File: config.mk
export PLATFORM = sky130hd
export DESIGN_NAME = spi_reg_frontend
export DESIGN_NICKNAME = d
export VERILOG_FILES = /design/src/rtl/spi_frontend_pkg.sv /design/src/rtl/spi_sync.sv /design/src/rtl/spi_reg_frontend.sv
export SDC_FILE = /design/constraint.sdc
export NUM_CORES = 1
export LEC_CHECK = 0
export CAP_MARGIN = 40
export CELL_PAD_IN_SITES_DETAIL_PLACEMENT = 1
export CELL_PAD_IN_SITES_GLOBAL_PLACEMENT = 1
export CORE_ASPECT_RATIO = 0.75
export CORE_MARGIN = 2
export CORE_UTILIZATION = 46
export DETAILED_ROUTE_END_ITERATION = 10
export HOLD_SLACK_MARGIN = 0.03
export PLACE_DENSITY_LB_ADDON = 0.1
export SYNTH_ARGS = -nofsm -noshare
export SYNTH_HDL_FRONTEND = slang
export SYNTH_SLANG_ARGS = --single-unit
File: constraint.sdc
create_clock -name clk -period 4.9 [get_ports clk]
set_input_delay 0.98 -clock clk [delete_from_list [all_inputs] [get_ports clk]]
set_output_delay 0.98 -clock clk [all_outputs]
set_load 0.1 [all_outputs]
File: src/rtl/spi_frontend_pkg.sv
// Shared types and constants for the SPI register front end.
package spi_frontend_pkg;

    typedef enum logic [1:0] {
        IDLE = 2'd0,
        CMD  = 2'd1,
        DATA = 2'd2,
        DONE = 2'd3
    } state_t;

    localparam int FRAME_BITS = 16;
    localparam int CMD_BITS   = 8;
    localparam int ADDR_W     = 7;

    // Full 7-bit compare: any set high bit pushes the address past NREG.
    function automatic logic addr_hit(input logic [ADDR_W-1:0] addr, input int nreg);
        return (int'(addr) < nreg);
    endfunction

endpackage

File: src/rtl/spi_sync.sv
// Multi-flop synchroniser for one asynchronous input, followed by a
// one-flop rise/fall detector on the synchronised level.
module spi_sync #(
    parameter int   SYNC_FF = 2,
    parameter logic RST_VAL = 1'b0
) (
    input  logic clk,
    input  logic rst_n,
    input  logic d,
    output logic q,
    output logic rise,
    output logic fall
);

    logic [SYNC_FF-1:0] sync_r;
    logic               prev_r;

    // Synchroniser chain plus previous-level flop for edge detection.
    always_ff @(posedge clk or negedge rst_n) begin
        if (!rst_n) begin
            sync_r <= {SYNC_FF{RST_VAL}};
            prev_r <= RST_VAL;
        end else begin
            sync_r <= {sync_r[SYNC_FF-2:0], d};
            prev_r <= sync_r[SYNC_FF-1];
        end
    end

    assign q    = sync_r[SYNC_FF-1];
    assign rise = sync_r[SYNC_FF-1] & ~prev_r;
    assign fall = ~sync_r[SYNC_FF-1] & prev_r;

endmodule

File: src/rtl/spi_reg_frontend.sv
// SPI mode-0 slave writing 16-bit frames into an NREG x 8-bit register file.
// Optional MISO read-back is built when SPI_READBACK_EN is defined.
module spi_reg_frontend
    import spi_frontend_pkg::*;
#(
    parameter int NREG    = 4,
    parameter int SYNC_FF = 2
) (
    input  logic              clk,
    input  logic              rst_n,
    input  logic              ena,
    input  logic              sclk_i,
    input  logic              cs_n_i,
    input  logic              mosi_i,
    output logic              miso_o,
    output logic              miso_oe,
    output logic [NREG*8-1:0] reg_out,
    output logic              wr_strobe,
    output logic [2:0]        wr_addr
);

    localparam int         AW        = $clog2(NREG);
    localparam logic [4:0] CNT_CMD   = 5'(CMD_BITS);
    localparam logic [4:0] CNT_FRAME = 5'(FRAME_BITS);

    logic sclk_q_s, sclk_rise_s, sclk_fall_s;
    logic cs_q_s, cs_rise_s, cs_fall_s;
    logic mosi_q_s, mosi_rise_s, mosi_fall_s;
    logic cs_high_s, take_bit_s, commit_s;
    logic unused_sync_s;

    state_t                 state_r, state_nxt_s;
    logic [4:0]             bit_cnt_r, cnt_inc_s;
    logic [FRAME_BITS-1:0]  shift_r, frame_nxt_s;
    logic [7:0]             regs_r [NREG];
    logic                   wr_strobe_r;
    logic [2:0]             wr_addr_r;

    spi_sync #(.SYNC_FF(SYNC_FF), .RST_VAL(1'b0)) u_sync_sclk (
        .clk(clk), .rst_n(rst_n), .d(sclk_i),
        .q(sclk_q_s), .rise(sclk_rise_s), .fall(sclk_fall_s)
    );
    spi_sync #(.SYNC_FF(SYNC_FF), .RST_VAL(1'b1)) u_sync_cs (
        .clk(clk), .rst_n(rst_n), .d(cs_n_i),
        .q(cs_q_s), .rise(cs_rise_s), .fall(cs_fall_s)
    );
    spi_sync #(.SYNC_FF(SYNC_FF), .RST_VAL(1'b0)) u_sync_mosi (
        .clk(clk), .rst_n(rst_n), .d(mosi_i),
        .q(mosi_q_s), .rise(mosi_rise_s), .fall(mosi_fall_s)
    );

    // A deselected or disabled tile behaves exactly like cs_n high.
    assign cs_high_s   = cs_q_s | ~ena;
    assign take_bit_s  = sclk_rise_s & ~cs_high_s & ((state_r == CMD) | (state_r == DATA));
    assign cnt_inc_s   = bit_cnt_r + 5'd1;
    assign frame_nxt_s = {shift_r[FRAME_BITS-2:0], mosi_q_s};
    assign commit_s    = take_bit_s & (state_r == DATA) & (cnt_inc_s == CNT_FRAME)
                       & frame_nxt_s[15] & addr_hit(frame_nxt_s[14:8], NREG);
    assign unused_sync_s = ^{sclk_q_s, sclk_fall_s, cs_rise_s, mosi_rise_s, mosi_fall_s, shift_r[15]};

    // FSM state register.
    always_ff @(posedge clk or negedge rst_n) begin
        if (!rst_n) begin
            state_r <= IDLE;
        end else begin
            state_r <= state_nxt_s;
        end
    end

    // FSM next-state logic; deselect wins over every other event.
    always_comb begin
        state_nxt_s = state_r;
        case (state_r)
            IDLE: begin
                if (cs_fall_s && !cs_high_s) state_nxt_s = CMD;
                else                         state_nxt_s = IDLE;
            end
            CMD: begin
                if (cs_high_s)                                  state_nxt_s = IDLE;
                else if (take_bit_s && (cnt_inc_s == CNT_CMD))  state_nxt_s = DATA;
                else                                            state_nxt_s = CMD;
            end
            DATA: begin
                if (cs_high_s)                                    state_nxt_s = IDLE;
                else if (take_bit_s && (cnt_inc_s == CNT_FRAME))  state_nxt_s = DONE;
                else                                              state_nxt_s = DATA;
            end
            DONE: begin
                if (cs_high_s) state_nxt_s = IDLE;
                else           state_nxt_s = DONE;
            end
            default: state_nxt_s = IDLE;
        endcase
    end

    // Bit counter (saturating) and MOSI shift register.
    always_ff @(posedge clk or negedge rst_n) begin
        if (!rst_n) begin
            bit_cnt_r <= 5'd0;
            shift_r   <= 16'h0000;
        end else if ((state_r == IDLE) || cs_high_s) begin
            bit_cnt_r <= 5'd0;
            shift_r   <= 16'h0000;
        end else if (take_bit_s) begin
            bit_cnt_r <= (bit_cnt_r == CNT_FRAME) ? bit_cnt_r : cnt_inc_s;
            shift_r   <= frame_nxt_s;
        end else begin
            bit_cnt_r <= bit_cnt_r;
            shift_r   <= shift_r;
        end
    end

    // Register file and write strobe, updated the cycle after the last bit.
    always_ff @(posedge clk or negedge rst_n) begin
        if (!rst_n) begin
            for (int k = 0; k < NREG; k++) regs_r[k] <= 8'h00;
            wr_strobe_r <= 1'b0;
            wr_addr_r   <= 3'd0;
        end else begin
            wr_strobe_r <= commit_s;
            if (commit_s) begin
                regs_r[frame_nxt_s[8 +: AW]] <= frame_nxt_s[7:0];
                wr_addr_r                    <= frame_nxt_s[10:8];
            end
        end
    end

    for (genvar g = 0; g < NREG; g++) begin : g_flat
        assign reg_out[8*g +: 8] = regs_r[g];
    end

    assign wr_strobe = wr_strobe_r;
    assign wr_addr   = wr_addr_r;

`ifdef SPI_READBACK_EN
    logic [7:0] rd_shift_r, rd_byte_s;
    logic       miso_oe_r, rd_load_s, rd_adv_s;

    assign rd_load_s = take_bit_s & (state_r == CMD) & (cnt_inc_s == CNT_CMD);
    // First fall after the command byte keeps DATA[7] on the pin for the 9th rise.
    assign rd_adv_s  = sclk_fall_s & ((state_r == DATA) | (state_r == DONE)) & (bit_cnt_r > CNT_CMD);

    // Read mux: write frames and misses return zero.
    always_comb begin
        rd_byte_s = 8'h00;
        if (!frame_nxt_s[7] && addr_hit(frame_nxt_s[6:0], NREG)) begin
            rd_byte_s = regs_r[frame_nxt_s[0 +: AW]];
        end else begin
            rd_byte_s = 8'h00;
        end
    end

    // MISO shift register and output enable.
    always_ff @(posedge clk or negedge rst_n) begin
        if (!rst_n) begin
            rd_shift_r <= 8'h00;
            miso_oe_r  <= 1'b0;
        end else begin
            miso_oe_r <= (state_nxt_s == DATA) || (state_nxt_s == DONE);
            if (state_nxt_s == IDLE)  rd_shift_r <= 8'h00;
            else if (rd_load_s)       rd_shift_r <= rd_byte_s;
            else if (rd_adv_s)        rd_shift_r <= {rd_shift_r[6:0], 1'b0};
            else                      rd_shift_r <= rd_shift_r;
        end
    end

    assign miso_o  = rd_shift_r[7];
    assign miso_oe = miso_oe_r;
`else
    assign miso_o  = 1'b0;
    assign miso_oe = 1'b0;
`endif

endmodule

; ---- Yosys cells after proc, flatten, opt, wreduce, memory -nomap -nowiden
; Cells that the tools add are included.
[op_classes]
shifts = 0
add_sub_neg = 1
n_eq_ne = 7
bitwise_logic = 15
mux = 15
div_mod_pow = 0
n_reduce_logical = 9
mul = 0
magnitude_cmp = 3
[ops]
columns = op, count
row1 = bitwise mux 32 bit, 1
row2 = two-way mux 15 bit, 2
row3 = demux 8 bit (select 2 bit), 1
row4 = two-way mux 5 bit, 3
row5 = == test 5 bit (second input constant), 2
row6 = AND 1 bit, 8
row7 = two-way mux 2 bit, 4
row8 = two-way mux 8 bit, 1
row9 = case mux 2 bit (4 select lines), 1
row10 = < comparator 7 x 3 -> 1 bit (second input constant), 1
row11 = adder 5 x 1 -> 5 bit (second input constant), 1
row12 = == test 5 x 4 -> 1 bit (second input constant), 1
row13 = == test 2 bit (second input constant), 2
row14 = logical AND 1 bit, 4
row15 = inverter 1 bit, 4
row16 = greater-or-equal comparator 3 bit (second input constant), 1
row17 = < comparator 3 x 1 -> 1 bit (second input constant), 1
row18 = inverter 2 -> 3 bit, 1
row19 = == test 2 x 1 -> 1 bit (second input constant), 1
row20 = logical NOT 2 bit, 1
row21 = two-way mux 1 bit, 2
row22 = inequality test 2 bit (second input constant), 1
row23 = OR 1 bit, 2
row24 = AND reduction 2 bit, 1
row25 = other kinds (3), 3
[word_totals]
out_inout_bits = 38
memories = 0
mem_bits_ro = 0
word_cells = 64
latchBits = 0
mem_bits_rw = 0
reg_bits = 66
in_bits = 6

; ---- Depth between registers and ports, before layout
[logic_depth]
depth_word = 9
ltp_mapped = 8
depth_no_buf = 6

; ---- Modules after synthesis
; From an unflattened synthesis, not the netlist that was laid out.
[hier_totals]
cells_unflattened = 226
hier_area_um2 = 2887.8
[by_module_without_submodules]
columns = mod, seq_area_each_um2, cells_per_inst, instances, area_per_inst_um2
row1 = spi_reg_frontend, 1451.4, 211, 1, 2613.8
row2 = spi_sync at u_sync_mosi ..., 75.1, 5, 2, 90.1
row3 = spi_sync at u_sync_cs, 78.8, 5, 1, 93.8

; ---- Worst setup path after synthesis
; OpenSTA, ideal clock, no wires.
[synth_path]
path_kind = in2reg
start = in ena
end = reg shift_r[10]
arrival_ns = 2.072
setup_slack_ns = 2.750
stages = 7
n_path_buf = 3
setup_ns = 0.078
required_ns = 4.822
path_cell_list = nand2b_1 > clkbuf_1 > or2_2 > clkbuf_1 > clkbuf_1 > nand2_1 > a21oi_1
[synth_between]
elab_chain_len = 6
word_cells_on_any_way = 8
cone_classes = mux (1) / bitwise (5) / reduce/logical (2)
[synth_rtl]
columns = element, line_no
row1 = start: declaration, spi_reg_frontend.sv:11  ; input logic ena,
row2 = inverter 1 bit (*), spi_reg_frontend.sv:53  ; assign cs_high_s = cs_q_s | ~ena;
row3 = OR 1 bit (*), spi_reg_frontend.sv:53
row4 = inverter 1 bit, spi_reg_frontend.sv:54  ; assign take_bit_s = sclk_rise_s & ~cs_high_s & ((state_r == CMD) | (state_r == DATA));
row5 = AND 1 bit (2 in a row), spi_reg_frontend.sv:54
row6 = nonzero test 2 bit (no source line), -
row7 = end signal: assignment, spi_reg_frontend.sv:106  ; shift_r <= frame_nxt_s;
row8 = end signal: assignment, spi_reg_frontend.sv:109  ; shift_r <= shift_r;
row9 = end: declaration, spi_reg_frontend.sv:34  ; logic [FRAME_BITS-1:0] shift_r, frame_nxt_s;
; Mark *: on every way between the ends. The rest lies on a longest branch, timed or not.
; A chain may end at the register's enable or synchronous reset.

; ---- Final worst setup path
[layout_path]
start = in ena
end = reg regs_r, in the netlist reg_out[27]
[layout_between]
elab_chain_len = 9
[layout_rtl]
columns = element, line_no
row1 = inverter 1 bit, spi_reg_frontend.sv:53
row2 = OR 1 bit, spi_reg_frontend.sv:53
row3 = inverter 1 bit, spi_reg_frontend.sv:54
row4 = AND 1 bit (2 in a row), spi_reg_frontend.sv:54
row5 = AND 1 bit (2 in a row), spi_reg_frontend.sv:57  ; assign commit_s = take_bit_s & (state_r == DATA) & (cnt_inc_s == CNT_FRAME)
row6 = AND 1 bit (2 in a row), spi_reg_frontend.sv:58  ; & frame_nxt_s[15] & addr_hit(frame_nxt_s[14:8], NREG);
row7 = end signal: indexed assignment, spi_reg_frontend.sv:122  ; regs_r[frame_nxt_s[8 +: AW]] <= frame_nxt_s[7:0];
row8 = end: declaration, spi_reg_frontend.sv:35  ; logic [7:0] regs_r [NREG];
; Every way passes these cells.

==> flow_metrics.env <==
export IMPL_cts_root_buffer="clkbuf_8"
export IMPL_worstHoldStart="u_sync_mosi.sync_r[0]"
export IMPL_hp_class="register to register"
export IMPL_period_share_pct=52.5
export IMPL_ys_warn_count=0
export IMPL_syn_avg_cell_area_um2=12.4
export IMPL_final_setup_viol_count=0
export IMPL_dieArea_um2=6870
export IMPL_synth_edf_count=0
export IMPL_dp_hpwl_um=5070
export IMPL_met3_length_um=238
export IMPL_syn2layout_area_growth_pct=40.9
export IMPL_die_w_um=95.0
export IMPL_ant_nets=0
export IMPL_cts_buffers=9
export IMPL_cp_start_kind="input pin"
export IMPL_critical_path_class="input pin to register"
export IMPL_min_delay_path_depth=0
export IMPL_ctsResizeCount=0
export IMPL_rsz0062_at_grt="no"
export IMPL_period_needed_ps=2570
export IMPL_status="complete, no violations"
export IMPL_synth_area_leaders="dfrtp_1, mux2_2, nand2_1, ha_1, a21oi_1"
export IMPL_grt_util_all_layers_pct=23.6
export IMPL_antenna_found_initial=0
export IMPL_cts_path_max_buffers=2
export IMPL_power_density_nw_per_um2=253
export IMPL_routed_via_density=5.29
export IMPL_io_buffer_count=41
export IMPL_yosys_area_top_type="dfrtp_1"
export IMPL_rr_worst_depth=5
export IMPL_cts_tree="done"
export IMPL_route_vias_total=2078
export IMPL_place_gp_congestion=0.758
export IMPL_holdBufCountCts=0
export IMPL_setup_tns_ps=0
export IMPL_grt_first_pass_wirelength_um=11800
export IMPL_clk_insertion_delay_late_ps=340
export IMPL_totalPowerFinal_mw=1.02
export IMPL_synth_cells=231
export IMPL_reg2reg_from="bit_cnt_r[0]"
export IMPL_synth_seq_cells=66
export IMPL_finalHoldViolations=0
export IMPL_power_leakage_nw=1.84
export IMPL_peakVddDrop_mv=0.183
export IMPL_maxSlewViolCount=0
export IMPL_timing_rr_end="reg_out[27]"
export IMPL_cp_max_fo=8
export IMPL_dominantRegCellSynth="dfrtp_1"
export IMPL_pre_cts_slack_ps=1990
export IMPL_tightest_slew_ps=805
export IMPL_required_ps=5110
export IMPL_holdPathEnd="u_sync_mosi.sync_r[1]"
export IMPL_fp_dieH_um=72.3
export IMPL_core_area_um2=5920
export IMPL_placed_cells=377
export IMPL_drt_first_pass_iters=4
export IMPL_relSlewSlack_pct=46.3
export IMPL_clk_pin_slew_ps=60
export IMPL_postLayoutCellArea_um2=4030
export IMPL_maxCapViolCount=0
export IMPL_arrival_ps=2790
export IMPL_synth_cell_types=41
export IMPL_async_flop_share_pct=100
export IMPL_rows=24
export IMPL_top_layer="met4"
export IMPL_rrSetupSlack_ps=2460
export IMPL_ctsHtreeMaxLevel=3
export IMPL_grt_max_degree=67
export IMPL_synth_area_um2=2860
export IMPL_overflow=0
export IMPL_cts_sink_count=66
export IMPL_initial_utilization_pct=48.3
export IMPL_hold_ws_ps=351
export IMPL_grt_pass1_vias=2260
export IMPL_wl_met1_um=3120
export IMPL_cp_end_kind="register"
export IMPL_clock_fmax_mhz=389
export IMPL_routed_wl_met2_um=3570
export IMPL_layout_drive_gt1_share_pct=32.4
export IMPL_synth_top_area_share_pct=55.1
export IMPL_final_instance_count_excl_fill=393
export IMPL_route_detailed_drc=0
export IMPL_ys_seq_area_share_pct=57.9
export IMPL_drt_initial_drc_count=94
export IMPL_antenna_cells=0
export IMPL_wirelength_um=7070
export IMPL_clock_skew_ps=8.67
export IMPL_final_core_util_pct=68.1
export IMPL_io_pins=44
export IMPL_place_area_um2=3840
export IMPL_post_cts_buffers=0
export IMPL_drt_wirelength_per_cell_um=18.0
export IMPL_layout_nets=323
export IMPL_layout_setup_ws_ps=2330
worst max-delay path by stage:
| stage | to | cells past startpoint | slack (ps) | from |
|---|---|---|---|---|
| floorplan | shift_r[10] | 7 | 2750 | ena |
| global placement | state_r[0] | 5 | 1890 | ena |
| detailed placement | reg_out[27] | 5 | 1990 | ena |
| CTS | reg_out[27] | 5 | 2350 | ena |
| global route | reg_out[29] | 5 | 2290 | ena |
| finish | reg_out[27] | 5 | 2330 | ena |
report_power, final:
group	internal (mW)	leakage (nW)	switching [mW]
logic	0.00553	0.844	0.0211
registers	0.549	0.900	0.00215
clock network	0.248	0.0974	0.192
total	0.803	1.84	0.216
cell families after synthesis:
group,after synthesis,synth area share [%]
buffers and inverters,17,3.50
AOI/OAI and AO/OA,22,5.25
muxes,36,14.1
xor gates and xnor gates,5,1.53
other,1,0.131
DFF,66,57.9
and+or+nand+nor,77,14.5
adders and majority gates,7,3.06
metal layers:
| metal | vias to the layer above | global-route usage, % |
|---|---|---|
| li1 | 943 | - |
| met1 | 1071 | 30.2 |
| met2 | 51 | 39.2 |
| met3 | 13 | 6.33 |
| met4 | 0 | 8.21 |
| met5 | - | 0 |
state kept, by name, indices dropped and copies added, names as in the netlist:
register	cells
wr_strobe	1
wr_addr	3
u_sync_sclk.prev_r	1
u_sync_cs.sync_r	2
bit_cnt_r	5
u_sync_cs.prev_r	1
state_r	2
u_sync_mosi.sync_r	2
shift_r	15
u_sync_sclk.sync_r	2
reg_out	32
layout by cell type, fill, tap and decap left out, drive strengths merged, types with 2 or more instances in the layout:
cell type,Yosys,final
ha,7,7
dfrtp,63,63
mux2i,2,2
and2,3,3
nor3,4,4
nand2,34,34
inv,5,5
nand3b,2,2
buf,5,39
nor2b,2,2
conb,1,2
a21oi,16,16
dfstp,3,3
xnor2,5,5
nand3,3,3
and2b,2,2
clkinv,0,2
nand4,5,5
mux2,34,34
clkbuf,7,13
clkdlybuf4s50,0,40
and3,2,2
or2,2,2
nor2,10,10
area by class of cell:
cell class / instances / area, um^2
Sequential cell: 66 / 1660
Clock inverter: 3 / 40.0
Timing Repair Buffer: 79 / 961
Multi-Input combinational cell: 149 / 1110
Clock buffer: 13 / 149
Tap cell: 78 / 97.6
Inverter: 5 / 18.8
Fill cell: 576 / 1890
critical path: stages:
cell and delay, ps:
clkdlybuf4s50_1 470, and3b_1 150, and4b_1 370, nand4_2 390, mux2_2 420
synth_stat cells, drive strengths merged, types with 2 or more instances:
master	instances
a21oi	16
and2	3
and2b	2
and3	2
buf	5
clkbuf	7
dfrtp	63
dfstp	3
ha	7
inv	5
mux2	34
mux2i	2
nand2	34
nand3	3
nand3b	2
nand4	5
nor2	10
nor2b	2
nor3	4
or2	2
xnor2	5
No activity file was read; power rests on OpenSTA's default activity.
